### src/rtl/hazard_flush_ctrl.sv
`default_nettype none
// ============================================================================
// Module  : hazard_flush_ctrl
// Purpose : Hazard and flush sequencer for a 5-stage RV32I pipeline.
//           Three events are arbitrated in fixed priority order:
//             1. data-memory wait (whole-pipe freeze),
//             2. taken branch/jump resolved in EX (IF/ID + ID/EX flush),
//             3. load-use hazard (one-cycle stall with an ID/EX bubble).
//           Registered counters of load-use stalls and serviced branches are
//           kept for performance debug.
// Ports   :
//   Clk, Rst_n          - clock, synchronous active-low reset
//   Is_Branch_Taken     - taken branch/jump resolved in EX this cycle
//   Mem_Busy            - data memory not ready
//   EX_Mem_Read, EX_Rd  - load in EX and its destination register
//   ID_Rs1/2, *_Used    - source registers of the instruction in ID
//   PC_Write            - PC update enable
//   IF_ID_Write         - IF/ID register enable
//   IF_ID_Flush         - select NOP into IF/ID
//   ID_EX_Flush         - insert bubble into ID/EX
//   Pipe_Freeze         - hold ID/EX, EX/MEM, MEM/WB
//   Stall_Count         - load-use stall cycles (wraps)
//   Flush_Count         - taken branches serviced (wraps)
// Revision: 1.0 - initial release
// ============================================================================
module hazard_flush_ctrl #(
  parameter int FLUSH_CYCLES = 1,
  parameter int CNT_W        = 32
) (
  input  logic             Clk,
  input  logic             Rst_n,
  input  logic             Is_Branch_Taken,
  input  logic             Mem_Busy,
  input  logic             EX_Mem_Read,
  input  logic [4:0]       EX_Rd,
  input  logic [4:0]       ID_Rs1,
  input  logic [4:0]       ID_Rs2,
  input  logic             ID_Rs1_Used,
  input  logic             ID_Rs2_Used,
  output logic             PC_Write,
  output logic             IF_ID_Write,
  output logic             IF_ID_Flush,
  output logic             ID_EX_Flush,
  output logic             Pipe_Freeze,
  output logic [CNT_W-1:0] Stall_Count,
  output logic [CNT_W-1:0] Flush_Count
);

  typedef enum logic [1:0] {
    RUN      = 2'd0,
    FLUSH    = 2'd1,
    MEM_WAIT = 2'd2
  } state_t;

  // Remaining flush cycles loaded after the branch cycle itself.
  localparam logic [3:0] FCNT_INIT = 4'(FLUSH_CYCLES - 1);

  state_t           state_q, state_d;
  logic [3:0]       fcnt_q, fcnt_d;
  logic             pend_flush_q, pend_flush_d;
  logic [CNT_W-1:0] stall_count_q, stall_count_d;
  logic [CNT_W-1:0] flush_count_q, flush_count_d;

  logic hz;
  logic take_branch;
  logic take_stall;
  logic freeze;

  // Load-use hazard: only the listed inputs feed this term, so no loop
  // can form through the stage enables.
  assign hz = EX_Mem_Read && (EX_Rd != 5'd0) &&
              ((ID_Rs1_Used && (ID_Rs1 == EX_Rd)) ||
               (ID_Rs2_Used && (ID_Rs2 == EX_Rd)));

  always_comb begin
    state_d       = state_q;
    fcnt_d        = fcnt_q;
    pend_flush_d  = pend_flush_q;
    stall_count_d = stall_count_q;
    flush_count_d = flush_count_q;
    take_branch   = 1'b0;
    take_stall    = 1'b0;
    freeze        = 1'b0;

    PC_Write      = 1'b1;
    IF_ID_Write   = 1'b1;
    IF_ID_Flush   = 1'b0;
    ID_EX_Flush   = 1'b0;
    Pipe_Freeze   = 1'b0;

    case (state_q)
      RUN: begin
        if (Mem_Busy) begin
          freeze       = 1'b1;
          pend_flush_d = Is_Branch_Taken;
          state_d      = MEM_WAIT;
        end else if (Is_Branch_Taken) begin
          take_branch = 1'b1;
        end else if (hz) begin
          take_stall = 1'b1;
        end
      end

      FLUSH: begin
        // A branch seen here is ignored: EX only holds a bubble.
        if (Mem_Busy) begin
          freeze = 1'b1;
        end else begin
          IF_ID_Flush = 1'b1;
          ID_EX_Flush = 1'b1;
          if (fcnt_q <= 4'd1) begin
            fcnt_d  = 4'd0;
            state_d = RUN;
          end else begin
            fcnt_d = fcnt_q - 4'd1;
          end
        end
      end

      MEM_WAIT: begin
        if (Mem_Busy) begin
          freeze       = 1'b1;
          // The frozen EX instruction may resolve taken while we wait.
          pend_flush_d = pend_flush_q | Is_Branch_Taken;
        end else begin
          pend_flush_d = 1'b0;
          state_d      = RUN;
          if (pend_flush_q || Is_Branch_Taken) begin
            take_branch = 1'b1;
          end else if (hz) begin
            take_stall = 1'b1;
          end
        end
      end

      default: begin
        state_d = RUN;
      end
    endcase

    if (take_branch) begin
      IF_ID_Flush   = 1'b1;
      ID_EX_Flush   = 1'b1;
      flush_count_d = flush_count_q + CNT_W'(1);
      if (FLUSH_CYCLES > 1) begin
        fcnt_d  = FCNT_INIT;
        state_d = FLUSH;
      end
    end

    if (take_stall) begin
      PC_Write      = 1'b0;
      IF_ID_Write   = 1'b0;
      ID_EX_Flush   = 1'b1;
      stall_count_d = stall_count_q + CNT_W'(1);
    end

    if (freeze) begin
      Pipe_Freeze = 1'b1;
      PC_Write    = 1'b0;
      IF_ID_Write = 1'b0;
    end

    // While reset is held the front end is forced to inject NOPs/bubbles.
    if (!Rst_n) begin
      PC_Write    = 1'b0;
      IF_ID_Write = 1'b0;
      IF_ID_Flush = 1'b1;
      ID_EX_Flush = 1'b1;
      Pipe_Freeze = 1'b0;
    end
  end

  always_ff @(posedge Clk) begin
    if (!Rst_n) begin
      state_q       <= RUN;
      fcnt_q        <= 4'd0;
      pend_flush_q  <= 1'b0;
      stall_count_q <= '0;
      flush_count_q <= '0;
    end else begin
      state_q       <= state_d;
      fcnt_q        <= fcnt_d;
      pend_flush_q  <= pend_flush_d;
      stall_count_q <= stall_count_d;
      flush_count_q <= flush_count_d;
    end
  end

  assign Stall_Count = stall_count_q;
  assign Flush_Count = flush_count_q;

endmodule
`default_nettype wire

### config.mk
export PLATFORM = sky130hd
export DESIGN_NAME = hazard_flush_ctrl
export DESIGN_NICKNAME = d
export VERILOG_FILES = /design/src/rtl/hazard_flush_ctrl.sv
export SDC_FILE = /design/constraint.sdc
export NUM_CORES = 1
export LEC_CHECK = 0
export ABC_AREA = 1
export CAP_MARGIN = 30
export CORE_AREA = 2 2 117 119
export DETAILED_ROUTE_END_ITERATION = 10
export DIE_AREA = 0 0 119 121
export DONT_BUFFER_PORTS = 1
export GPL_TIMING_DRIVEN = 0
export PLACE_DENSITY = 0.4
export SLEW_MARGIN = 0
export SYNTH_ARGS = -nofsm -noshare
export SYNTH_HDL_FRONTEND = slang
export SYNTH_SLANG_ARGS = --single-unit
### constraint.sdc
create_clock -name Clk -period 2 [get_ports Clk]
set_input_delay 0.4 -clock Clk [delete_from_list [all_inputs] [get_ports Clk]]
set_output_delay 0.4 -clock Clk [all_outputs]
set_load 0.02 [all_outputs]
==> impl_metrics.prom <==
# TYPE chip_impl_metric gauge
chip_impl_metric{name="hold_viol",unit=""} 0
chip_impl_metric{name="antenna_violations_before_repair",unit=""} 0
chip_impl_metric{name="place_inst",unit=""} 816
chip_impl_metric{name="reg2reg_setup_slack",unit="ns"} 0.13
chip_impl_metric{name="fill_cells",unit=""} 1445
chip_impl_metric{name="whs_path_depth",unit=""} 2
chip_impl_metric{name="leakage",unit="nW"} 1.91
chip_impl_metric{name="place_hpwl",unit="µm"} 9480
chip_impl_metric{name="pin_count",unit=""} 91
chip_impl_metric{name="synth_top_cell_area_share",unit=""} 0.341
chip_impl_metric{name="cts.hold.buffers_added",unit=""} 0
chip_impl_metric{name="die_h",unit="µm"} 121
chip_impl_metric{name="critPathMaxFanout",unit=""} 3
chip_impl_metric{name="clock_sink_count",unit=""} 66
chip_impl_info{name="worstSetupEndpoint",value="PC_Write"} 1
chip_impl_metric{name="average_via_count_per_standard_cell",unit=""} 4.70
chip_impl_metric{name="post-route-period-util",unit=""} 0.959
chip_impl_metric{name="synth_compound_gate_area_share",unit=""} 0.0763
chip_impl_metric{name="synthesis.area",unit="µm²"} 3870
chip_impl_info{name="worst-setup-path-type",value="register to output port"} 1
chip_impl_metric{name="synthSimpleGateAreaFrac",unit=""} 0.441
chip_impl_metric{name="postSynth.asyncResetShare",unit=""} 0
chip_impl_info{name="grt_setup_unrepaired",value="no"} 1
chip_impl_metric{name="multi_input_comb_area",unit="µm²"} 2160
chip_impl_info{name="synthDominantAreaCellType",value="sky130_fd_sc_hd__dfxtp_1"} 1
chip_impl_metric{name="synth_xor_area_frac",unit=""} 0.0181
chip_impl_metric{name="cts-buffers-inserted",unit=""} 9
chip_impl_metric{name="avgSynthCellArea",unit="µm²"} 6.05
chip_impl_metric{name="worst_slew_pin_slew",unit="ns"} 0.701
chip_impl_metric{name="slew_violations",unit=""} 0
chip_impl_info{name="cts_tree",value="yes"} 1
chip_impl_metric{name="maximum_number_of_pins_on_one_net_before_global_route_repair",unit=""} 11
chip_impl_metric{name="yosys_warnings",unit=""} 0
chip_impl_metric{name="antenna_cells",unit=""} 0
chip_impl_metric{name="core_region_area",unit="µm²"} 13100
chip_impl_info{name="synth_top_family_by_area",value="simple AND/OR/NAND/NOR gates"} 1
chip_impl_metric{name="clock_tree.htree_level_count",unit=""} 3
chip_impl_metric{name="setup_ws",unit="ns"} 0.0815
chip_impl_metric{name="synth_mux_area_frac",unit=""} 0
chip_impl_info{name="worst_setup_path_startpoint",value="pend_flush_q"} 1
chip_impl_info{name="worst_min_path_class",value="input port to register"} 1
chip_impl_metric{name="drt_iter0_drc",unit=""} 217
chip_impl_metric{name="post-route-drc-count",unit=""} 0
chip_impl_metric{name="post_route_cells_drive_above_1_share",unit=""} 0.119
chip_impl_metric{name="layout.core_utilization",unit=""} 0.346
chip_impl_info{name="clockRootBuffer",value="sky130_fd_sc_hd__clkbuf_16"} 1
chip_impl_info{name="worstSetupEndpointType",value="output port"} 1
chip_impl_metric{name="synth_seq_cells",unit=""} 66
chip_impl_metric{name="syn-num-nets",unit=""} 665
chip_impl_metric{name="critical_path_arrival",unit="ns"} 1.52
chip_impl_info{name="synthTopCellsByArea",value="sky130_fd_sc_hd__dfxtp_1 (34%), sky130_fd_sc_hd__nand2_1 (16%), sky130_fd_sc_hd__nor2_1 (13%), sky130_fd_sc_hd__inv_1 (9.0%), sky130_fd_sc_hd__nand3_1 (5.3%)"} 1
chip_impl_info{name="setup.worst_path.start_class",value="register"} 1
chip_impl_metric{name="finalNonFillerCells",unit=""} 838
chip_impl_metric{name="layout-area-overhead-vs-synth",unit="%"} 16.9
chip_impl_metric{name="r2r_cells",unit=""} 10
chip_impl_metric{name="number_of_enable_type_register_cells_in_the_synthesized_netlist",unit=""} 0
chip_impl_metric{name="fp.dieW",unit="µm"} 119
chip_impl_metric{name="layout.area.seq",unit="µm²"} 1350
chip_impl_info{name="yosys_most_used_dff",value="sky130_fd_sc_hd__dfxtp_1"} 1
chip_impl_metric{name="crit_required",unit="ns"} 1.60
chip_impl_metric{name="post_synth_fa_ha_maj_area_fraction",unit=""} 0.00969
chip_impl_metric{name="num_rows",unit=""} 42
chip_impl_info{name="rr_endpoint",value="Stall_Count[26]"} 1
chip_impl_info{name="hold_start",value="Rst_n"} 1
chip_impl_metric{name="grt_pass1_wl",unit="µm"} 20100
chip_impl_metric{name="clockBufferDepth",unit=""} 2
chip_impl_metric{name="die_area",unit="µm²"} 14400
chip_impl_metric{name="port-buffer-count",unit=""} 0
chip_impl_metric{name="final_skew",unit="ns"} 0.00667
chip_impl_metric{name="maxSlewHeadroom",unit=""} 0.533
chip_impl_metric{name="maxCapViolations",unit=""} 0
chip_impl_metric{name="start_util",unit=""} 0.296
chip_impl_metric{name="remaining_global_route_overflow",unit=""} 0
chip_impl_metric{name="setup_violations",unit=""} 0
chip_impl_metric{name="final.hold.worst_slack",unit="ns"} 0.340
chip_impl_info{name="result_of_the_run",value="finished, final reports clean"} 1
chip_impl_metric{name="clock.fmax",unit="GHz"} 0.521
chip_impl_metric{name="post_synth_num_cell_types",unit=""} 31
chip_impl_metric{name="highest_ir_drop_seen_on_vdd",unit="µV"} 276
chip_impl_metric{name="cell_count_after_synthesis",unit=""} 640
chip_impl_metric{name="dpl_worst_slack",unit="ns"} -0.171
chip_impl_metric{name="clkLatencyLatePin",unit="ns"} 0.34
chip_impl_metric{name="via_count",unit=""} 3938
chip_impl_metric{name="min_period",unit="ns"} 1.92
chip_impl_metric{name="post_drt_wl_per_cell",unit="µm"} 14.8
chip_impl_metric{name="design.final.nets",unit=""} 683
chip_impl_metric{name="antenna_left",unit=""} 0
chip_impl_metric{name="drt_pass1_iterations",unit=""} 4
chip_impl_metric{name="first_global_vias",unit=""} 3883
chip_impl_metric{name="routed_wl",unit="µm"} 12400
chip_impl_metric{name="synth.yosys.seq_area_share",unit=""} 0.341
chip_impl_metric{name="p_per_area",unit="nW/µm²"} 693
chip_impl_metric{name="clk_transition_reported_paths",unit="ns"} 0.05
chip_impl_metric{name="groute.usage.overall",unit=""} 0.182
chip_impl_metric{name="place_congestion",unit=""} 0.873
chip_impl_info{name="worstReg2RegStart",value="Stall_Count[0]"} 1
==> through the flow <==
stage	power, mW	area [µm²]	setup TNS [ns]
3_5_place_dp	1.59	4100	-0.611
5_1_grt	3.29	4530	0
2_1_floorplan	1.54	3880	0
6_report	3.14	4530	0
4_1_cts	3.20	4470	-0.139
3_3_place_gp	1.59	4100	-0.581
==> metal layers <==
layer | vias up | wire [µm] | global-route usage
met1 | 1779 | 5330 | 0.210
li1 | 2045 | - | -
met4 | 0 | 244 | 0.0811
met5 | - | 0 | 0
met2 | 99 | 5890 | 0.305
met3 | 15 | 947 | 0.0606
==> synth_stat cells (2+ instances only) <==
cell	n
sky130_fd_sc_hd__a21oi_1	22
sky130_fd_sc_hd__a21oi_4	2
sky130_fd_sc_hd__a31oi_1	2
sky130_fd_sc_hd__buf_2	2
sky130_fd_sc_hd__buf_4	4
sky130_fd_sc_hd__clkbuf_1	8
sky130_fd_sc_hd__dfxtp_1	66
sky130_fd_sc_hd__ha_1	3
sky130_fd_sc_hd__inv_1	93
sky130_fd_sc_hd__inv_2	3
sky130_fd_sc_hd__nand2_1	167
sky130_fd_sc_hd__nand2_2	2
sky130_fd_sc_hd__nand2_4	2
sky130_fd_sc_hd__nand3_1	41
sky130_fd_sc_hd__nand4_1	22
sky130_fd_sc_hd__nor2_1	130
sky130_fd_sc_hd__nor2_2	2
sky130_fd_sc_hd__nor2_4	2
sky130_fd_sc_hd__nor3_1	24
sky130_fd_sc_hd__nor4_1	4
sky130_fd_sc_hd__o21ai_0	20
sky130_fd_sc_hd__o21ai_1	2
sky130_fd_sc_hd__o21bai_1	3
sky130_fd_sc_hd__xor2_1	7
==> cells by family after synthesis <==
| kind of cell | after synthesis |
|---|---|
| compound gates | 52 |
| xor+xnor | 8 |
| fa+ha+maj | 3 |
| buf+inv | 111 |
| flops | 66 |
| simple gates | 400 |
==> worst min-delay path by stage <==
stage                                 end  slack (ns)
after floorplan            Flush_Count[7]        0.55
after global placement       pend_flush_q        0.57
after detailed placement     pend_flush_q        0.58
after CTS                 Flush_Count[12]        0.33
after global routing      Flush_Count[12]        0.36
final                     Flush_Count[12]        0.34
==> power by group <==
part	switching (mW)	internal [mW]	total, mW
sequential	0.0229	1.34	1.36
clock	0.586	0.963	1.55
combinational	0.143	0.0848	0.228
==> area by class of cell <==
| type | instances | share of cell area |
|---|---|---|
| repair buffers | 8 | 0.0133 |
| inverters | 96 | 0.0802 |
| clock buffers | 13 | 0.0619 |
| flip-flops and latches | 66 | 0.299 |
| plain buffers | 14 | 0.0177 |
| well taps | 176 | 0.0487 |
| clock inverters | 2 | 0.00221 |
| multi-input cells | 463 | 0.477 |
==> critical path, stage by stage (launching register included) <==
cell and delay, ns:
sky130_fd_sc_hd__dfxtp_2 0.33, sky130_fd_sc_hd__a21oi_4 0.16, sky130_fd_sc_hd__nand2_2 0.08, sky130_fd_sc_hd__a21oi_4 0.21, sky130_fd_sc_hd__nand2_4 0.09, sky130_fd_sc_hd__inv_4 0.08
sky130_fd_sc_hd__nor3_4 0.06, sky130_fd_sc_hd__buf_6 0.17
==> cells in the final DEF (no fill, tap or decap), drive strengths merged <==
master  count
nor3       25
nand3      42
xor2        7
o21ai      22
and2        1
a22oi       1
nand2     171
clkbuf     21
buf        14
ha          3
o21bai      3
inv        96
nand4      22
a31oi       2
nor2      134
a21oi      24
nand3b      1
clkinv      2
nor4        4
xnor2       1
dfxtp      66
==> flip-flops by register name, indices dropped and copies added (netlist names) <==
register	count
Flush_Count	32
Stall_Count	32
pend_flush_q	1
state_q	1
==> what timing repair did <==
action | in CTS | in global routing
setup buffers | 6 | 2
resized for setup | 12 | 30
pin swaps | 3 | 5
endpoints found under the setup margin | 8 | 26
(Power assumes the default switching activity.)
